File: src/rtl/gear_pkg.sv
// gear_pkg: shared state type, lever codes and led index helpers for the gear selector.
package gear_pkg;
  typedef enum logic [2:0] {PARK, REVERSE, NEUTRAL, DRIVE, EXIT_DOWN} state_t;
  localparam logic [3:0] LEV_D = 4'b0001;
  localparam logic [3:0] LEV_N = 4'b0010;
  localparam logic [3:0] LEV_R = 4'b0100;
  localparam logic [3:0] LEV_P = 4'b1000;
  function automatic int idx_p(int n);
    return n;
  endfunction
  function automatic int idx_n(int n);
    return n + 1;
  endfunction
  function automatic int idx_r(int n);
    return n + 2;
  endfunction
  function automatic state_t lev_state(logic [3:0] lev);
    return lev == LEV_R ? REVERSE : lev == LEV_N ? NEUTRAL : lev == LEV_D ? DRIVE : PARK;
  endfunction
  function automatic int state_idx(state_t s, int n);
    return s == REVERSE ? idx_r(n) : s == NEUTRAL ? idx_n(n) : idx_p(n);
  endfunction
endpackage

File: src/rtl/gear_selector_fsm_lever_debounce.sv
// lever_debounce: accepts a lever value after DEBOUNCE_CYCLES identical samples, flags held invalid patterns.
module lever_debounce
  import gear_pkg::*;
#(
  parameter int DEBOUNCE_CYCLES = 4
) (
  input  logic       clk,
  input  logic       rst,
  input  logic [3:0] sw,
  output logic [3:0] lever_req,
  output logic       lever_fault
);
  localparam int CW = $clog2(DEBOUNCE_CYCLES + 1);
  localparam logic [CW-1:0] CMAX = CW'(DEBOUNCE_CYCLES);
  logic [3:0] last;
  logic [CW-1:0] cnt, cnt_n;
  logic valid;
  always_comb begin
    cnt_n = sw != last ? CW'(1) : cnt == CMAX ? cnt : cnt + CW'(1);
    valid = sw != 4'd0 && (sw & (sw - 4'd1)) == 4'd0;
  end
  always_ff @(posedge clk)
    if (rst) begin
      last <= LEV_P;
      cnt <= '0;
      lever_req <= LEV_P;
      lever_fault <= 1'b0;
    end else begin
      last <= sw;
      cnt <= cnt_n;
      if (cnt_n == CMAX) begin
        lever_req <= valid ? sw : lever_req;
        lever_fault <= !valid;
      end
    end
endmodule

File: src/rtl/gear_selector_fsm.sv
// gear_selector_fsm: debounced P/R/N/D lever, brake interlock, dwell-timed auto-shifting and one-hot leds.
module gear_selector_fsm
  import gear_pkg::*;
#(
  parameter int NUM_DRIVE_GEARS = 4,
  parameter int DEBOUNCE_CYCLES = 4,
  parameter int SHIFT_DELAY = 8
) (
  input  logic                                 clk,
  input  logic                                 rst,
  input  logic [3:0]                           sw,
  input  logic                                 brake,
  input  logic                                 throttle,
  output logic [NUM_DRIVE_GEARS+2:0]           led,
  output logic [$clog2(NUM_DRIVE_GEARS+1)-1:0] gear,
  output logic                                 shifting,
  output logic                                 lever_fault
);
  localparam int GW = $clog2(NUM_DRIVE_GEARS + 1);
  localparam int CW = $clog2(SHIFT_DELAY);
  localparam int LW = NUM_DRIVE_GEARS + 3;
  localparam logic [GW-1:0] G1 = GW'(1);
  localparam logic [GW-1:0] GN = GW'(NUM_DRIVE_GEARS);
  localparam logic [CW-1:0] CMAX = CW'(SHIFT_DELAY - 1);
  logic [3:0] lever_req;
  state_t state, state_n, rs;
  logic [GW-1:0] gear_n;
  logic [CW-1:0] cnt, cnt_n;
  logic [LW-1:0] led_n;
  logic expire, drv_n;
  lever_debounce #(.DEBOUNCE_CYCLES(DEBOUNCE_CYCLES)) u_deb (
    .clk(clk),
    .rst(rst),
    .sw(sw),
    .lever_req(lever_req),
    .lever_fault(lever_fault)
  );
  // EXIT_DOWN's target is simply the live P/R request, so retargeting needs no extra state.
  always_comb begin
    rs = lev_state(lever_req);
    expire = cnt == CMAX;
    state_n = state;
    gear_n = gear;
    cnt_n = expire ? '0 : cnt + CW'(1);
    case (state)
      PARK: state_n = brake ? rs : PARK;
      NEUTRAL: state_n = rs;
      REVERSE: state_n = rs == DRIVE && !brake ? REVERSE : rs;
      DRIVE:
        if (rs == NEUTRAL) state_n = NEUTRAL;
        else if (rs != DRIVE) state_n = gear == G1 ? rs : EXIT_DOWN;
        else if (expire) gear_n = throttle ? (gear < GN ? gear + G1 : gear) : (gear > G1 ? gear - G1 : gear);
      EXIT_DOWN:
        if (rs == DRIVE || rs == NEUTRAL) state_n = rs;
        else if (expire && gear == G1) state_n = rs;
        else if (expire) gear_n = gear - G1;
      default: state_n = PARK;
    endcase
    drv_n = state_n == DRIVE || state_n == EXIT_DOWN;
    if (state_n != state) cnt_n = '0;
    if (!drv_n) gear_n = '0;
    else if (gear == '0) gear_n = G1;
    led_n = drv_n ? LW'(1) << (gear_n - G1) : LW'(1) << state_idx(state_n, NUM_DRIVE_GEARS);
  end
  always_ff @(posedge clk)
    if (rst) begin
      state <= PARK;
      gear <= '0;
      cnt <= '0;
      shifting <= 1'b0;
      led <= LW'(1) << idx_p(NUM_DRIVE_GEARS);
    end else begin
      state <= state_n;
      gear <= gear_n;
      cnt <= cnt_n;
      shifting <= state_n == EXIT_DOWN;
      led <= led_n;
    end
endmodule

File: config.mk
export PLATFORM = sky130hd
export DESIGN_NAME = gear_selector_fsm
export DESIGN_NICKNAME = d
export VERILOG_FILES = /design/src/rtl/gear_pkg.sv /design/src/rtl/gear_selector_fsm_lever_debounce.sv /design/src/rtl/gear_selector_fsm.sv
export SDC_FILE = /design/constraint.sdc
export NUM_CORES = 1
export LEC_CHECK = 0
export ABC_AREA = 1
export ABC_CLOCK_PERIOD_IN_PS = 2100
export CAP_MARGIN = 20
export CORE_ASPECT_RATIO = 2
export CORE_UTILIZATION = 50
export DETAILED_ROUTE_END_ITERATION = 8
export PLACE_DENSITY = 0.73
export SLEW_MARGIN = 20
export SYNTH_ARGS = -nofsm -noshare
export SYNTH_HDL_FRONTEND = slang
export SYNTH_SLANG_ARGS = --single-unit
File: constraint.sdc
create_clock -name clk -period 2.1 [get_ports clk]
set_clock_uncertainty 0.2 [all_clocks]
set_input_delay 0.42 -clock clk [delete_from_list [all_inputs] [get_ports clk]]
set_output_delay 0.42 -clock clk [all_outputs]
set_load 0.02 [all_outputs]
* Word level (Yosys, flattened, before mapping) *
Index checks and enable logic that the tools add are counted.

word-level totals
  logic and storage cells = 81
  output and inout port bits = 12
  register bits = 29
  bits of input ports = 8

operators by class
  $lt $le $gt $ge = 2
  reduce and logical (&&, ||, !) cells = 13
  shift operators = 2
  add/sub/neg operators = 6
  equality and inequality tests = 20
  muxes and demuxes = 28
  bitwise logic cells = 1

operators by type and width
  kind                                                            number
  two-way mux 3 bit                                               18
  equality test 3 bit (second input constant)                     5
  one-hot mux 3 bit (5 select lines)                              1
  left shift 1 x 3 -> 7 bit (first input constant)                2
  equality test 3 x 2 -> 1 bit (second input constant)            4
  two-way mux 2 bit                                               6
  adder 3 x 1 -> 3 bit (second input constant)                    3
  equality test 3 x 1 -> 1 bit (second input constant)            3
  two-way mux 7 bit                                               1
  zero test 3 bit                                                 2
  one-hot mux 3 bit (2 select lines)                              1
  subtractor 3 x 1 -> 3 bit (second input constant)               2
  AND 4 bit                                                       1
  equality test 2 bit (second input constant)                     2
  equality test 4 x 1 -> 1 bit (second input constant)            1
  equality test 4 x 2 -> 1 bit (second input constant)            1
  equality test 4 x 3 -> 1 bit (second input constant)            1
  zero test 4 bit                                                 1
  != test 4 bit                                                   1
  nonzero test 4 bit                                              1
  subtractor 4 x 1 -> 4 bit (second input constant)               1
  greater-than comparator 3 x 1 -> 1 bit (second input constant)  1
  logical AND 1 bit                                               3
  < comparator 3 bit (second input constant)                      1
  other kinds (7)                                                 9

* Depth between registers and ports, before layout *
Gate-level depths: netlist of the first run.

  word-level depth = 14
  gate-level depth with buffers = 17
  depth with buffers taken out = 17

* By module *
A second synthesis of the first run with hierarchy kept.

second synthesis, totals
  cell total of the unflattened synthesis = 254
  area total of the unflattened synthesis = 1,785.5 um^2

by module, submodules not included
  module             seq. area each (um^2)  area each (um^2)  times used  cells each
  gear_selector_fsm  340.3                  1,183.6           1           168
  lever_debounce     240.2                  601.8             1           86

* Least setup slack after synthesis of the first run *
OpenSTA, ideal clock, no wires.

  path type = register -> register
  start = register gear[1]
  end = register led[4]
  path slack = -64 ps
  cell stages (with the launch flop) = 18
  period minus slack after synthesis = 2,164 ps
  buffers on the path = 0
  setup time = 118 ps
  required time = 1,782 ps
  data arrival time = 1,847 ps
  path through = dfxtp_1 inv_1 ha_1 nand2_1 o21ai_0 nand2_1 nand2_1 nand2_1 nand3_1 nand3_1 nand2_2 inv_2 nand2_2 nand2_2 nand2_2 nand2_2 nand3_1 nand2_1

on the way
  word-level cells in the longest chain between the ends = 12
  elaborated cells on any way between the ends = 36

ends and longest elaborated chain
  item                                                     line                                              text
  from (decl)                                              gear_selector_fsm.sv:15                           output logic [$clog2(NUM_DRIVE_GEARS+1)-1:0] gear,
  from (signal assigned)                                   gear_selector_fsm.sv:74                           gear <= gear_n;
  subtractor 3 x 1 -> 3 bit, or another cell as far along  gear_selector_fsm.sv:52, gear_selector_fsm.sv:56
  two-way mux 3 bit (3 in a row)                           gear_selector_fsm.sv:52                           else if (expire) gear_n = throttle ? (gear < GN ? gear + G1 : gear) : (gear > G1 ? gear - G1 : gear);
  two-way mux 3 bit                                        gear_selector_fsm.sv:51                           else if (rs != DRIVE) state_n = gear == G1 ? rs : EXIT_DOWN;
  two-way mux 3 bit                                        gear_selector_fsm.sv:50                           if (rs == NEUTRAL) state_n = NEUTRAL;
  one-hot mux 3 bit (2 select lines)                       gear_selector_fsm.sv:45                           case (state)
  two-way mux 3 bit                                        gear_selector_fsm.sv:62                           else if (gear == '0) gear_n = G1;
  two-way mux 3 bit                                        gear_selector_fsm.sv:61                           if (!drv_n) gear_n = '0;
  subtractor 3 x 1 -> 3 bit                                gear_selector_fsm.sv:63                           led_n = drv_n ? LW'(1) << (gear_n - G1) : LW'(1) << state_idx(state_n, NUM_DRIVE_GEARS);
  left shift 1 x 3 -> 7 bit                                gear_selector_fsm.sv:63
  two-way mux 7 bit (*)                                    gear_selector_fsm.sv:63
  to (signal assigned)                                     gear_selector_fsm.sv:71                           led <= LW'(1) << idx_p(NUM_DRIVE_GEARS);
  to (signal assigned)                                     gear_selector_fsm.sv:77                           led <= led_n;
  to (decl)                                                gear_selector_fsm.sv:14                           output logic [NUM_DRIVE_GEARS+2:0] led,

Mark *: on every way between the ends. The rest lies on a longest branch, timed or not.
A chain may end at the register's enable or synchronous reset.

* Final worst setup path of the first run *
  start = register gear[0]
  end = register led[4]

The elaborated chain is that of the path after synthesis.

==> results of run 1 <==
[final cells by class]
cell class	count	area, um^2
inverter	42	160.2
clock inverter	1	5.005
fill	235	749.5
tap	32	40.04
clock buffer	7	96.34
sequential	29	593.1
multi-input combinational	185	1297
timing repair buffer	51	436.7
[registers in the layout, indices dropped and copies added (netlist names)]
| signal | flops |
|---|---|
| u_deb.lever_fault | 1 |
| u_deb.lever_req | 4 |
| state | 3 |
| cnt | 3 |
| shifting | 1 |
| u_deb.cnt | 3 |
| gear | 3 |
| led | 7 |
| u_deb.last | 4 |
[timing repair]
| action | CTS | global route |
|---|---|---|
| pin swaps | 5 | 29 |
| resized for setup | 22 | 56 |
| hold buffers | 0 | 0 |
| setup endpoints to repair | 13 | 15 |
| buffers inserted | 0 | 6 |
[synth_stat cells (4+ instances only)]
library cell	n	area share, %
nor2_1	38	8.1
nor2_2	4	1.4
nand4_1	5	1.8
nand2_2	9	3.2
ha_1	8	5.7
xnor2_1	6	3.0
dfxtp_1	29	33
nand2_1	53	11
nand3_1	23	6.5
inv_2	6	1.3
inv_1	34	7.3
o21ai_0	12	3.4
nand3_2	6	3.4
[through the flow]
stage | instances | utilization (%) | hold slack, ns | setup TNS [ns]
floorplan | 258 | - | 0.1992 | 0
detailed placement | 333 | 64.48 | 0.2172 | -3.532
global placement | 333 | 64.48 | 0.2074 | -2.878
finish | 347 | 77.81 | 0.3099 | -0.04306
global route | 347 | 77.81 | 0.3279 | -1.006
CTS | 341 | 70.74 | 0.2301 | -0.006536
[power by group through the flow]
stage | clock network [uW] | logic, uW | registers, uW
after floorplan | 0 | 43.8 | 577
after global placement | 0 | 82.7 | 578
after detailed placement | 0 | 84.6 | 578
after CTS | 511 | 90.3 | 569
after global routing | 526 | 110 | 569
final | 506 | 98.7 | 568
[routing by layer]
metal,part of all wire (%),up-vias,global-route usage (%)
li1,-,924,-
met1,33,858,20.74
met2,57,44,50.34
met3,2.6,24,4.000
met4,7.0,0,19.28
met5,0,-,0
[cells in the final DEF, fill, tap and decap left out, types with 2 or more instances in the layout]
cell type / count
o21ai_0: 10
nor3_1: 2
nand2_2: 15
nand3_4: 5
xnor2_1: 6
nor3_4: 2
clkdlybuf4s50_1: 18
nor2_4: 3
clkbuf_8: 7
o21ai_1: 2
dfxtp_1: 21
buf_4: 31
nor2_1: 30
dfxtp_2: 7
a21oi_1: 2
inv_1: 31
o21ai_2: 2
nand2_8: 3
nand2_1: 40
nand3_1: 15
nand2_4: 7
nor2_2: 9
nand3_2: 9
ha_1: 4
ha_4: 3
nand4_1: 5
inv_2: 9
xor2_1: 2
[worst min-delay path by stage]
stage,end,slack [ns],cells after the start
after global routing,u_deb.lever_req[0],0.33,2
after detailed placement,cnt[0],0.22,1
after CTS,cnt[0],0.23,1
after floorplan,cnt[0],0.20,1
after global placement,cnt[0],0.21,1
final,u_deb.lever_req[0],0.31,2
[critical path: stages (launching register included)]
cell     delay [ns]
dfxtp_4        0.34
inv_1          0.05
ha_1           0.37
nor2_1         0.08
nand3_1        0.10
nand2_1        0.05
a21oi_1        0.15
nand3_2        0.10
nand2_2        0.11
inv_4          0.06
nand2_8        0.07
nand2_4        0.06
nand2_4        0.09
nand2_4        0.06
nand3_1        0.07
nand2_1        0.05
[logic make-up (layout without fill, tap and decap cells)]
kind of cell    count (synthesis)  count (layout)
simple gates                  147             147
buf+inv                        44             101
flops                          29              29
compound gates                 22              22
fa+ha+maj                       8               8
xor+xnor                        8               8
==> results.yml, run 1 <==
run_status:
  status: "complete, but fails checks"
  failed_checks: "negative setup slack"
critical_path:
  endpoint: "led[4]"
  worstPathMaxFanout: 3
  worst-r2r-setup-slack_ns: -0.02
  worstSetupPathType: "reg2reg"
  timing.critical_path.to_type: "flip-flop"
  ff2ff_path_depth: 15
  arrival_time_at_the_worst_endpoint_ns: 2.09
  crit_start: "gear[0]"
  r2r_start: "gear[0]"
  r2r-end: "led[4]"
  crit_required_ns: 2.06
  crit_path_start_kind: "flip-flop"
synth:
  synth.mux.area_fraction_pct: 0
  postSynthAreaPerCell_um2: 6.814
  post_synth_xor_area_fraction_pct: 3.986
  post_synth_fa_ha_maj_area_fraction_pct: 5.694
  synthesized_area_fraction_occupied_by_ao_oa_aoi_and_oai_cells_pct: 7.687
  async_flop_share_pct: 0
  synth.yosys.seq_area_share_pct: 33.02
  post_synth_instance_area_mm2: 0.001758
  ys_ff_latch: 29
  post_synthesis_cell_type_count: 28
  synth_top_flop_cell: "dfxtp_1"
  syn_nets: 274
  synth-edff-count: 0
  synth_top_family_by_area: "simple AND/OR/NAND/NOR gates"
  synth_warn: 0
  cell_count_after_synthesis: 258
  simple_gate_share_of_the_synthesized_area_pct: 40.21
grt:
  grt.overflow.total: 0
  maximum_number_of_pins_on_one_net_before_global_route_repair: 16
  grt.total_usage_pct: 25.74
  grt_antenna_before_repair: 0
  first_global_vias: 1780
  grt_pass1_wl_um: 7176
route:
  drt_pass1_iterations: 6
  drcViolationCount: 0
  avgViaCountPerCell: 5.331
  routed_wire_length_per_instance_um: 13.50
  routed-via-count: 1850
  post_route_antenna_net_violation_count: 0
  drt_iter0_markers: 39
  route.final.wire_length_um: 4683
timing:
  layout_worst_path_cycle_share_pct: 101.1
  max_slew_margin_pct: 74.12
  post-route-min-period_ns: 2.123
  worst-slew-pin-transition_ns: 0.3842
  final-hold-violation-count: 0
  report.final.slew_viol_count: 0
  report.final.setup_viol: 3
  clock.fmax_ghz: 0.4711
  rsz_0062_raised_after_global_routing: "true"
  final.setup.worst_slack_ns: -0.02283
layout:
  final_cell_area_mm2: 0.002629
  final_nets: 330
  final_layout_size_suffix_gt1_share_pct: 39.37
  area_delta_synth_final_pct: 49.54
  diodes: 0
clock_network:
  tritoncts: "built"
  cts.path.max_buffers: 2
  clk_root_buffer_cell: "clkbuf_8"
  cts_max_level: 2
  cts.clk_slew.worst_paths_ns: 0.06
  numCtsBuffers: 5
  clock_sink_count: 29
  clock_insertion_delay_worst_skew_ns: 0.28
floorplanning:
  fp.dieH_um: 85.86
  io_pins: 20
  start_util_pct: 52.04
  die-width_um: 43.93
  core_footprint_mm2: 0.003378
  die_area_mm2: 0.003771
  fp-row-count: 30
power:
  power.internal_uw: 906.2
  portion_of_total_power_attributed_to_sequential_cells_pct: 48.5
  switching_share_pct: 22.72
  p_total_uw: 1173
  p_comb_share_pct: 8.4
  p_clk_share_pct: 43.1
  cellPowerDensity_mw_per_mm2: 446.1
  total_leakage_power_uw: 0.001206
  p_sw_uw: 266.4
  ir_worst_vdd_mv: 0.4975
min_path:
  timing.hold.worst.class: "reg2reg"
  worstHoldStart: "u_deb.lever_req[0]"
job:
  max_cap_viol_count: 0
placement:
  detailedPlace.worstSlack_ns: -0.3767
  placement.io_buffers: 19
  place_congestion: 0.9372
  placedInstanceArea_mm2: 0.002178
  place_hpwl_um: 3303
No activity file was read; power rests on OpenSTA's default activity.
==> run 2: changes to the inputs <==
Settings changed: HOLD_SLACK_MARGIN set to 0.03, SETUP_SLACK_MARGIN set to 0.5.
==> results.yml, run 2 (same netlist as run 1, synthesis figures left out) <==
critical_path:
  cp.buffers_inverters: 2
  timing.critical_path.to_type: "flip-flop"
  critPathTopFamily: "simple AND/OR/NAND/NOR gates"
  arrival_time_at_the_worst_endpoint_ns: 2.06
  crit_top_cell: "nand2_1"
  ff2ff_path_depth: 17
  r2r_start: "gear[0]"
  critPathMaxStageDelay_ns: 0.39
  crit_path_cell_trace: "inv_2 > ha_4 > nand2_1 > o21ai_0 > nand2_1 > nand2_1 > nand2_1 > nand3_1 > nand3_2 > nand2_2 > inv_2 > nand2_4 > nand2_4 > nand2_4 > nand2_4 > nand3_1 > nand2_1"
  worstSetupPathType: "reg2reg"
  number_of_stages_on_the_worst_setup_path: 17
  worst-r2r-setup-slack_ns: 0.03
  worstPathMaxFanout: 4
  critPathSlowestCell: "dfxtp_4"
  crit_path_start_kind: "flip-flop"
  r2r-end: "led[4]"
  crit_required_ns: 2.09
placement:
  placement.io_buffers: 19
  place_hpwl_um: 3284
  placedInstanceArea_mm2: 0.002227
  place_congestion: 0.8878
  dpl_cells: 326
layout:
  final_core_util_pct: 79.48
  final-seq-area_um2: 604.3
  area_delta_synth_final_pct: 52.74
  finalNonFillerCells: 350
  largest_register: "led"
  final_cell_area_mm2: 0.002685
  fillers: 236
  final_layout_size_suffix_gt1_share_pct: 42.77
  largest_register_ff_count: 7
  final_cell_mix: "44 x nand2_1, 33 x nor2_1, 27 x inv_1, 25 x buf_4, 18 x nand3_1"
  final_nets: 333
  multi_input_comb_area_mm2: 0.001304
  largest_registers: "led: 7 flops, u_deb.last: 4 flops, u_deb.lever_req: 4 flops"
  diodes: 0
  final_common_cell: "nand2_1"
route:
  drt_iter0_markers: 76
  routed-via-count: 1893
  route.final.wire_length_um: 5364
  drcViolationCount: 2
  avgViaCountPerCell: 5.409
  post_route_antenna_net_violation_count: 0
  routed_wire_length_per_instance_um: 15.33
  drt_pass1_iterations: 6
clock_network:
  clock_sink_count: 29
  cts_hold_buf: 0
  numCtsBuffers: 5
  cts_max_level: 2
  tritoncts: "built"
  clock_insertion_delay_worst_skew_ns: 0.29
  cts.path.max_buffers: 2
  cts.clk_slew.worst_paths_ns: 0.07
  clk_root_buffer_cell: "clkbuf_8"
grt:
  maximum_number_of_pins_on_one_net_before_global_route_repair: 11
  grt.overflow.total: 0
  grt_pass1_wl_um: 7279
  first_global_vias: 1801
  grt.total_usage_pct: 26.30
  grt_antenna_before_repair: 0
min_path:
  worstHoldStart: "cnt[0]"
  min_path_cells: 1
  whs_endpoint: "cnt[0]"
  timing.hold.worst.class: "reg2reg"
floorplanning:
  start_util_pct: 52.04
  die-width_um: 43.93
  io_pins: 20
  core_footprint_mm2: 0.003378
  die_area_mm2: 0.003771
  fp-row-count: 30
  fp.dieH_um: 85.86
power:
  cellPowerDensity_mw_per_mm2: 435.7
  p_total_uw: 1170
  total_leakage_power_uw: 0.001289
  ir_worst_vdd_mv: 0.3569
timing:
  report.final.slew_viol_count: 0
  rsz_0062_raised_after_global_routing: "true"
  worst-slew-pin-transition_ns: 0.3666
  fin_worst_hold_slack_ns: 0.2256
  clock.fmax_ghz: 0.4833
  report.final.setup_viol: 0
  layout_worst_path_cycle_share_pct: 98.53
  max_slew_margin_pct: 75.30
  final-hold-violation-count: 0
  post-route-min-period_ns: 2.069
run_status:
  status: "complete, but fails checks"
  failed_checks: "design-rule violations"
job:
  max_cap_viol_count: 0
-- run 2: changes by cell type in the layout (fill, tap and decap cells not counted), moves of 5 or more --
cell	previous run	this run
o21ai_0	10	5
buf_6	1	10
clkdlybuf4s50_1	18	3
buf_4	31	25
nor2_2	9	3
dfxtp_1	21	16
dlygate4sd2_1	0	8
-- run 2: power by group --
| group | internal (uW) | total (uW) | switching [uW] |
|---|---|---|---|
| registers | 559 | 567 | 8.43 |
| logic | 69.0 | 134 | 64.8 |
| clock network | 228 | 469 | 240 |
| total | 856 | 1170 | 314 |
-- run 2: worst register-to-register path, stage by stage, from the launching register on --
cell and delay, ns:
dfxtp_4 0.39, inv_2 0.08, ha_4 0.28, nand2_1 0.05, o21ai_0 0.07, nand2_1 0.07, nand2_1 0.06, nand2_1 0.04
nand3_1 0.10, nand3_2 0.10, nand2_2 0.10, inv_2 0.06, nand2_4 0.09, nand2_4 0.06, nand2_4 0.07, nand2_4 0.05
nand3_1 0.06, nand2_1 0.05
-- run 2: what timing repair did --
item                       CTS  global route
buffers inserted            12             4
pin swaps                   20            16
cloned                       0             0
resized for setup           63            48
setup endpoints to repair   32            25
-- run 2: worst max path at each step --
stage,slack [ns],start,to
finish,0.03,gear[0],led[4]
global route,-0.11,gear[0],led[1]
CTS,0.07,cnt[0],led[4]
detailed placement,-0.40,sw[3],u_deb.lever_req[2]
global placement,-0.29,sw[3],u_deb.lever_req[2]
floorplan,0.21,cnt[1],led[4]
-- run 2: area by class of cell --
class                      count  share of cell area [%]
multi-input combinational    185                   48.56
sequential                    29                   22.51
timing repair buffer          54                   17.80
inverter                      42                   6.431
clock buffer                   5                   2.563
tap                           32                   1.491
clock inverter                 3                  0.6524
-- run 2: metal layers --
| metal | part of all wire [%] | vias to the layer above | wire, um | track usage, % |
|---|---|---|---|---|
| li1 | - | 927 | - | - |
| met1 | 33 | 890 | 1787 | 22.00 |
| met2 | 59 | 52 | 3141 | 52.37 |
| met3 | 3.0 | 24 | 159 | 2.947 |
| met4 | 5.1 | 0 | 275 | 17.63 |
| met5 | 0 | - | 0 | 0 |
-- run 2: stage by stage --
| stage | setup WS [ns] | TNS (ns) |
|---|---|---|
| after floorplan | 0.2056 | 0 |
| after global placement | -0.2900 | -2.424 |
| after detailed placement | -0.3976 | -2.823 |
| after CTS | 0.06787 | 0 |
| after global routing | -0.1120 | -0.8731 |
| final | 0.03095 | 0 |
